<file path="config.mk">
export PLATFORM = sky130hd
export DESIGN_NAME = mix_cic_decim
export DESIGN_NICKNAME = d
export VERILOG_FILES = /design/src/rtl/mix_cic_decim_pkg.sv /design/src/rtl/mix_cic_decim_comb.sv /design/src/rtl/mix_cic_decim.sv
export SDC_FILE = /design/constraint.sdc
export NUM_CORES = 1
export LEC_CHECK = 0
export CAP_MARGIN = 5
export CELL_PAD_IN_SITES_DETAIL_PLACEMENT = 0
export CELL_PAD_IN_SITES_GLOBAL_PLACEMENT = 1
export CORE_UTILIZATION = 28
export DETAILED_ROUTE_END_ITERATION = 7
export PLACE_DENSITY_LB_ADDON = 0.1
export RECOVER_POWER = 50
export REMOVE_ABC_BUFFERS = 1
export SETUP_SLACK_MARGIN = 0.05
export SLEW_MARGIN = 10
export SYNTH_ARGS = -nofsm -noshare
export SYNTH_HDL_FRONTEND = slang
export SYNTH_SLANG_ARGS = --single-unit
</file>
<file path="constraint.sdc">
create_clock -name clk -period 3.25 [get_ports clk]
set_input_delay 0.8125 -clock clk [delete_from_list [all_inputs] [get_ports clk]]
set_output_delay 0.8125 -clock clk [all_outputs]
set_load 0.02 [all_outputs]
</file>
<file path="src/rtl/mix_cic_decim_pkg.sv">
// Shared constants and width helpers for the 2nd-order CIC decimator.
// Accumulator width grows by one LOG2R per integrator stage.
package mix_cic_decim_pkg;

  localparam int CIC_ORDER = 2;
  localparam int DIN_W_DEF = 20;
  localparam int LOG2R_DEF = 3;

  function automatic int acc_w(input int din_w, input int log2r);
    return din_w + CIC_ORDER * log2r;
  endfunction

  function automatic int out_sh(input int log2r);
    return CIC_ORDER * log2r;
  endfunction

endpackage

</file>
<file path="src/rtl/mix_cic_decim_comb.sv">
// Registered differentiator y = x - x_prev, advancing only when en is high.
module mix_cic_decim_comb
  import mix_cic_decim_pkg::*;
#(
  parameter int W = acc_w(DIN_W_DEF, LOG2R_DEF)
) (
  input  logic         clk,
  input  logic         reset_n,
  input  logic         en,
  input  logic [W-1:0] x,
  output logic [W-1:0] y
);

  logic [W-1:0] d_reg;
  logic [W-1:0] y_reg;

  always_ff @(posedge clk or negedge reset_n) begin
    if (!reset_n) begin
      d_reg <= '0;
      y_reg <= '0;
    end else if (en) begin
      y_reg <= x - d_reg;
      d_reg <= x;
    end
  end

  assign y = y_reg;

endmodule

</file>
<file path="src/rtl/mix_cic_decim.sv">
// 2nd-order CIC decimator, R = 2**LOG2R, unity DC gain with round-half-up.
// Integrators wrap modulo 2**ACC_W by design; comb stages run at the decimated rate.
module mix_cic_decim
  import mix_cic_decim_pkg::*;
#(
  parameter int DIN_W = DIN_W_DEF,
  parameter int LOG2R = LOG2R_DEF
) (
  input  logic             clk,
  input  logic             reset_n,
  input  logic             din_valid,
  input  logic [DIN_W-1:0] din,
  input  logic             sync,
  output logic [DIN_W-1:0] dout,
  output logic             dout_valid,
  output logic [LOG2R-1:0] phase
);

  localparam int ACC_W = acc_w(DIN_W, LOG2R);
  localparam int SH    = out_sh(LOG2R);

  localparam logic [LOG2R-1:0] CNT_LAST = '1;
  localparam logic [ACC_W-1:0] HALF     = ACC_W'(1) << (SH - 1);

  logic [ACC_W-1:0] din_ext;
  logic [ACC_W-1:0] i1_reg;
  logic [ACC_W-1:0] i2_reg;
  logic [LOG2R-1:0] cnt_reg;
  logic [LOG2R-1:0] cnt_next;
  logic             dec_stb_reg;
  logic [2:0]       stb_pipe_reg;
  logic [ACC_W-1:0] comb_x [CIC_ORDER];
  logic [ACC_W-1:0] comb_y [CIC_ORDER];
  logic [CIC_ORDER-1:0] comb_en;
  logic [ACC_W-1:0] rnd_sum;
  logic [DIN_W-1:0] rnd_reg;
  logic [DIN_W-1:0] dout_reg;
  logic             dout_valid_reg;
  logic             unused_round_bits;

  assign din_ext = {{SH{din[DIN_W-1]}}, din};

  always_ff @(posedge clk or negedge reset_n) begin
    if (!reset_n) begin
      i1_reg <= '0;
      i2_reg <= '0;
    end else if (din_valid) begin
      i1_reg <= i1_reg + din_ext;
      i2_reg <= i2_reg + i1_reg;
    end
  end

  // sync makes the sample accepted alongside it phase 0 of a fresh block
  always_comb begin
    cnt_next = cnt_reg;
    if (sync) begin
      cnt_next = din_valid ? LOG2R'(1) : '0;
    end else if (din_valid) begin
      cnt_next = cnt_reg + LOG2R'(1);
    end
  end

  always_ff @(posedge clk or negedge reset_n) begin
    if (!reset_n) begin
      cnt_reg      <= '0;
      dec_stb_reg  <= 1'b0;
      stb_pipe_reg <= '0;
    end else begin
      cnt_reg      <= cnt_next;
      dec_stb_reg  <= din_valid && !sync && (cnt_reg == CNT_LAST);
      stb_pipe_reg <= {stb_pipe_reg[1:0], dec_stb_reg};
    end
  end

  assign comb_en = {stb_pipe_reg[0], dec_stb_reg};

  generate
    for (genvar gi = 0; gi < CIC_ORDER; gi++) begin : g_comb
      if (gi == 0) begin : g_first
        assign comb_x[gi] = i2_reg;
      end else begin : g_chain
        assign comb_x[gi] = comb_y[gi-1];
      end

      mix_cic_decim_comb #(
        .W (ACC_W)
      ) u_comb (
        .clk     (clk),
        .reset_n (reset_n),
        .en      (comb_en[gi]),
        .x       (comb_x[gi]),
        .y       (comb_y[gi])
      );
    end
  endgenerate

  // Rounding add is registered separately from the output register
  assign rnd_sum           = comb_y[CIC_ORDER-1] + HALF;
  assign unused_round_bits = ^rnd_sum[SH-1:0];

  always_ff @(posedge clk or negedge reset_n) begin
    if (!reset_n) begin
      rnd_reg        <= '0;
      dout_reg       <= '0;
      dout_valid_reg <= 1'b0;
    end else begin
      if (stb_pipe_reg[1]) begin
        rnd_reg <= rnd_sum[ACC_W-1:SH];
      end
      if (stb_pipe_reg[2]) begin
        dout_reg <= rnd_reg;
      end
      dout_valid_reg <= stb_pipe_reg[2];
    end
  end

  assign dout       = dout_reg;
  assign dout_valid = dout_valid_reg;
  assign phase      = cnt_reg;

endmodule

</file>
## Word level (Yosys, flattened, before mapping)

Cells that the tools add are included.

- Register bits after elaboration: 204
- Output and inout bits: 24
- Logic and storage cells: 26

- Multiplexer cells: 3
- Add/sub/neg operators: 6
- Eq/ne operators: 1
- Reductions and logical operators: 4

Operator list:

| kind | number |
|---|---|
| adder 26 bit | 2 |
| subtractor 26 bit | 2 |
| adder 26 x 6 -> 26 bit (second input constant) | 1 |
| 2-to-1 mux 3 bit | 2 |
| adder 3 x 1 -> 3 bit (second input constant) | 1 |
| == test 3 bit (second input constant) | 1 |
| logical AND 1 bit | 2 |
| nonzero test 2 bit | 1 |
| zero test 1 bit | 1 |
| 2-to-1 mux 1 bit | 1 |

## Depth between registers and ports, before layout

- Depth after elaboration: 3
- Depth in mapped cells: 12
- Gate-level depth less buffers: 12

## By module

A second synthesis with hierarchy kept.

- Cells, all modules: 1410
- Area, all modules: 13429.1 um^2

By module, submodules not included:

| module | area each (um^2) | sequential area each (um^2) | times used | cells each |
|---|---|---|---|---|
| mix_cic_decim | 6777.8 | 2502.4 | 1 | 694 |
| mix_cic_decim_comb | 3325.7 | 1301.2 | 2 | 358 |

## Worst setup path before layout

OpenSTA, ideal clock, no wires.

- Path kind: in2reg
- Start point: input din[0]
- End point: register i1_reg[18]
- Stages on the path: 11
- Buffers on the path: 0
- Arrival: 2.971 ns
- Slack: 0.154 ns
- Library setup time: 0.125 ns
- Data required time: 3.125 ns
- Cell sequence: ha_1 -> inv_1 -> fa_1 -> nor2b_1 -> o31a_1 -> o41ai_2 -> or3_1 -> a21boi_0 -> o21ai_0 -> xnor2_1 -> mux2_2

- Longest elaborated chain between the ends: 1

RTL lines:

| item | line | text |
|---|---|---|
| start: declaration | mix_cic_decim.sv:12 | `input logic [DIN_W-1:0] din,` |
| adder 26 bit | mix_cic_decim.sv:48 | `i1_reg <= i1_reg + din_ext;` |
| end signal: assignment | mix_cic_decim.sv:48 |  |
| end: declaration | mix_cic_decim.sv:26 | `logic [ACC_W-1:0] i1_reg;` |

Every way passes these cells.
A chain may end at the register's enable or synchronous reset.

## Worst setup path in the final report

Ends and elaborated chain as after synthesis.

==> flow_summary.html <==
<table>
<tr><th>Metric</th><th>Value</th></tr>
<tr><th colspan="2">Worst setup path</th></tr>
<tr><td>Endpoint of the lowest-slack register-to-register path</td><td>g_comb[0].u_comb.y[24]</td></tr>
<tr><td>Maximum fanout count along the critical path</td><td>3</td></tr>
<tr><td>Data arrival at the endpoint of the critical path</td><td>~3.5 ns</td></tr>
<tr><td>Worst setup endpoint</td><td>i1_reg[18]</td></tr>
<tr><td>Required time of the worst setup path</td><td>approximately 3.6 ns</td></tr>
<tr><td>Length in cells of the worst reg-to-reg path</td><td>12</td></tr>
<tr><td>Critical Path Start Type</td><td>input pin</td></tr>
<tr><td>Worst r2r src</td><td>i2_reg[0]</td></tr>
<tr><td>Register-to-register setup slack</td><td>0.24 ns</td></tr>
<tr><td>Crit. End Element</td><td>register</td></tr>
<tr><td>Crit path from</td><td>din[0]</td></tr>
<tr><td>Start-to-end type of the worst setup path</td><td>in2reg</td></tr>
<tr><th colspan="2">Logic synthesis</th></tr>
<tr><td>Number of enable flip-flop cells after synthesis</td><td>0</td></tr>
<tr><td>Register bit total from synthesis</td><td>199</td></tr>
<tr><td>Gate count after technology mapping</td><td>1321</td></tr>
<tr><td>Number of distinct library cells after synthesis</td><td>73</td></tr>
<tr><td>Mean instance size in the synthesized netlist</td><td>9.62 um2</td></tr>
<tr><td>Fraction of synthesis flops using an asynchronous set or reset pin</td><td>100%</td></tr>
<tr><td>Post-Synthesis Cell Area</td><td>12700 um2</td></tr>
<tr><td>Primary flip-flop cell chosen by synthesis mapping</td><td>sky130_fd_sc_hd__dfrtp_1</td></tr>
<tr><td>Yosys warning count</td><td>0</td></tr>
<tr><td>Sequential area share after synthesis</td><td>between 30% and 40%</td></tr>
<tr><th colspan="2">Clock network</th></tr>
<tr><td>Number of levels the H-tree was split into</td><td>4</td></tr>
<tr><td>Worst skew pair latency</td><td>0.48 ns</td></tr>
<tr><td>Clock input transition at the sequential cells of the worst setup and hold paths</td><td>0.08 ns</td></tr>
<tr><td>Number of buffers added by the clock tree synthesis step</td><td>17</td></tr>
<tr><td>Number of hold-repair buffers added at the cts stage</td><td>0</td></tr>
<tr><td>Number of clock sinks</td><td>just under 200</td></tr>
<tr><td>Clk buf depth</td><td>2</td></tr>
<tr><td>Clock tree from TritonCTS</td><td>built</td></tr>
<tr><td>CTS Root Cell</td><td>sky130_fd_sc_hd__clkbuf_16</td></tr>
<tr><th colspan="2">Timing</th></tr>
<tr><td>Final Slew Violations</td><td>between 60 and 70</td></tr>
<tr><td>Upper clock frequency limit</td><td>323 MHz</td></tr>
<tr><td>Worst Clk Skew</td><td>0.0103 ns</td></tr>
<tr><td>Minimum clock period after layout</td><td>3.10 ns</td></tr>
<tr><td>Hold Vio Cnt, Final</td><td>0</td></tr>
<tr><td>Final number of setup-violating endpoints</td><td>0</td></tr>
<tr><td>Setup WS post-layout</td><td>between 0.15 and 0.2 ns</td></tr>
<tr><td>Sum of negative setup slack</td><td>0 ns</td></tr>
<tr><td>RSZ-0062 raised after global routing</td><td>yes</td></tr>
<tr><td>Part of the cycle the worst path needs</td><td>between 90 and 100%</td></tr>
<tr><td>Pin slew with the least headroom to its limit</td><td>1.92 ns</td></tr>
<tr><td>Worst slew margin relative to its limit</td><td>-27.8%</td></tr>
<tr><th colspan="2">Die</th></tr>
<tr><td>Io pins</td><td>48</td></tr>
<tr><td>Number of standard-cell rows in the floorplan</td><td>77</td></tr>
<tr><td>Vert. Die Dim</td><td>215 um</td></tr>
<tr><td>Effective utilization at floorplan</td><td>28.5%</td></tr>
<tr><td>Core box area</td><td>44500 um2</td></tr>
<tr><td>Die area</td><td>46200 um2</td></tr>
<tr><td>X dimension of the die</td><td>215 um</td></tr>
<tr><th colspan="2">Run status</th></tr>
<tr><td>Failing checks</td><td>capacitance limit, slew limit</td></tr>
<tr><td>Result of the run</td><td>finished, violations left</td></tr>
<tr><th colspan="2">Cells and area</th></tr>
<tr><td>Multi-input gate area</td><td>approximately 7300 um2</td></tr>
<tr><td>Most common cell after layout, fill and taps aside</td><td>sky130_fd_sc_hd__dfrtp_1</td></tr>
<tr><td>Most used cells in the layout excluding fill and tap cells</td><td>199 x sky130_fd_sc_hd__dfrtp_1, 115 x sky130_fd_sc_hd__nand2_1, 102 x sky130_fd_sc_hd__o21ai_0, 102 x sky130_fd_sc_hd__ha_1, 99 x sky130_fd_sc_hd__a21oi_1</td></tr>
<tr><td>Layout Area Growth over Synthesis</td><td>17.2%</td></tr>
<tr><td>Flip-flop count of the largest register after layout</td><td>52</td></tr>
<tr><td>Sequential cell area</td><td>4980 um2</td></tr>
<tr><td>Antenna diode instance count</td><td>0</td></tr>
<tr><td>Total number of nets in the final design</td><td>1534</td></tr>
<tr><td>Util after Layout</td><td>approximately a third</td></tr>
<tr><td>Fraction of layout cells with a size suffix above 1</td><td>about 16%</td></tr>
<tr><td>FILL cells</td><td>4665</td></tr>
<tr><td>Final cell count without fillers</td><td>2010</td></tr>
<tr><th colspan="2">Route</th></tr>
<tr><td>Total length of routed wires</td><td>28.5 mm</td></tr>
<tr><td>First-pass detailed-route iteration total</td><td>4</td></tr>
<tr><td>Final routed DRC violation total</td><td>0</td></tr>
<tr><td>Average routed wire per standard cell</td><td>14.2 um</td></tr>
<tr><td>Number of vias in the routed layout</td><td>9362</td></tr>
<tr><td>DRT iter0 DRCs</td><td>around 430</td></tr>
<tr><td>Post-route antenna net violation count</td><td>0</td></tr>
<tr><td>Detailed-route vias per instance</td><td>4.66</td></tr>
<tr><th colspan="2">Global routing</th></tr>
<tr><td>Largest net degree at the start of global routing</td><td>66</td></tr>
<tr><td>First-pass GRT wire length</td><td>48.2 mm</td></tr>
<tr><td>Global-route congestion overflow total</td><td>0</td></tr>
<tr><td>Via count of the first global-routing pass</td><td>9403</td></tr>
<tr><td>GR Util All Layers</td><td>13.0%</td></tr>
<tr><td>Number of antenna violations at the first check in global routing</td><td>0</td></tr>
<tr><th colspan="2">Place</th></tr>
<tr><td>Final weighted congestion of routability-driven global placement</td><td>0.778</td></tr>
<tr><td>Setup WS pre-CTS</td><td>-0.609 ns</td></tr>
<tr><td>Instance count after placement with tap cells included</td><td>1977</td></tr>
<tr><td>Port buffer count</td><td>47</td></tr>
<tr><td>Post-detailed-placement half-perimeter wirelength</td><td>21.3 mm</td></tr>
<tr><th colspan="2">Hold path</th></tr>
<tr><td>Launch point of the worst hold path</td><td>dout[7]</td></tr>
<tr><td>Type of the most critical hold path</td><td>reg2reg</td></tr>
<tr><th colspan="2">Job</th></tr>
<tr><td># Max-Cap Violations</td><td>1</td></tr>
<tr><th colspan="2">Power and ir drop</th></tr>
<tr><td>Pwr dens</td><td>907 nW/um2</td></tr>
<tr><td>Leak pwr</td><td>6.71 nW</td></tr>
<tr><td>VDD IR max</td><td>0.331 mV</td></tr>
</table>
==> timing repair <==
action | in CTS | in global routing
pin swaps | 0 | 4
gates resized for setup | 3 | 7
setup endpoints to repair | 3 | 10
setup buffers | 0 | 1
==> worst min-delay path by stage <==
stage	end	slack [ns]	cells after the start
floorplan	g_comb[1].u_comb.d_reg[11]	0.47	2
global placement	dout[14]	0.49	1
detailed placement	dout[15]	0.49	1
CTS	dout_valid	0.32	1
global route	dout[7]	0.52	1
finish	dout[7]	0.51	1
==> kinds of logic (layout without fill, tap and decap cells) <==
group,count (synthesis),count (layout),synth area share (%)
AO/OA/AOI/OAI,379,379,19.5
XOR/XNOR,96,96,6.62
adder cells (fa/ha/maj),105,105,10.5
buffers and inverters,133,230,4.11
flip-flops,199,199,39.2
multiplexers,101,101,8.87
AND/OR/NAND/NOR,308,308,11.2
==> layout make-up <==
type / instances / area share, %
multi-input cells: 989 / 48.7
flip-flops and latches: 199 / 33.4
repair buffers: 115 / 6.49
well taps: 592 / 4.98
clock buffers: 17 / 2.86
inverters: 83 / 2.09
clock inverters: 15 / 1.40
==> stage by stage <==
stage	hold slack (ns)	power, mW	area, um2
after CTS	0.325	13.7	14900
after global placement	0.489	11.3	14200
final	0.508	13.5	14900
after floorplan	0.474	9.06	12500
after detailed placement	0.494	11.2	14200
after global routing	0.523	14.8	14900
==> power by group <==
group / total (mW) / switching [mW] / internal (mW)
registers: 3.44 / 0.509 / 2.93
logic: 7.77 / 4.01 / 3.76
clock network: 2.29 / 1.11 / 1.18
total: 13.5 / 5.63 / 7.87
==> cells in the mapped netlist (13+ instances only) <==
library cell / count / area (um2)
sky130_fd_sc_hd__nand2_1: 115 / 432
sky130_fd_sc_hd__clkbuf_1: 36 / 135
sky130_fd_sc_hd__nand3_1: 29 / 145
sky130_fd_sc_hd__mux2_2: 93 / 1050
sky130_fd_sc_hd__a21o_1: 47 / 353
sky130_fd_sc_hd__nand4_1: 13 / 81.3
sky130_fd_sc_hd__o21ai_0: 102 / 510
sky130_fd_sc_hd__nor3_1: 18 / 90.1
sky130_fd_sc_hd__nor2_1: 80 / 300
sky130_fd_sc_hd__dfrtp_1: 199 / 4980
sky130_fd_sc_hd__a21oi_1: 99 / 495
sky130_fd_sc_hd__a31oi_1: 13 / 81.3
sky130_fd_sc_hd__xor2_1: 39 / 342
sky130_fd_sc_hd__o21a_1: 20 / 150
sky130_fd_sc_hd__inv_1: 82 / 308
sky130_fd_sc_hd__xnor2_1: 57 / 499
sky130_fd_sc_hd__ha_1: 102 / 1280
==> per-layer routing <==
| metal | up-vias | part of all wire [%] | wire length [um] | global-route usage [%] |
|---|---|---|---|---|
| met5 | - | 0 | 0 | 0 |
| met4 | 0 | 2.2 | 615 | 5.96 |
| met3 | 27 | 1.8 | 524 | 2.28 |
| met2 | 83 | 46 | 13100 | 21.2 |
| met1 | 4337 | 50 | 14300 | 16.7 |
| li1 | 4915 | - | - | - |
==> critical path, stage by stage <==
cell	delay [ns]
sky130_fd_sc_hd__clkdlybuf4s50_1	0.46
sky130_fd_sc_hd__ha_1	0.17
sky130_fd_sc_hd__inv_1	0.06
sky130_fd_sc_hd__fa_2	0.36
sky130_fd_sc_hd__nor2b_1	0.15
sky130_fd_sc_hd__o31a_1	0.23
sky130_fd_sc_hd__o41ai_4	0.12
sky130_fd_sc_hd__or3_1	0.42
sky130_fd_sc_hd__a21boi_2	0.17
sky130_fd_sc_hd__o21ai_0	0.12
sky130_fd_sc_hd__xnor2_1	0.13
sky130_fd_sc_hd__mux2_2	0.26
No activity file was read; power rests on OpenSTA's default activity.
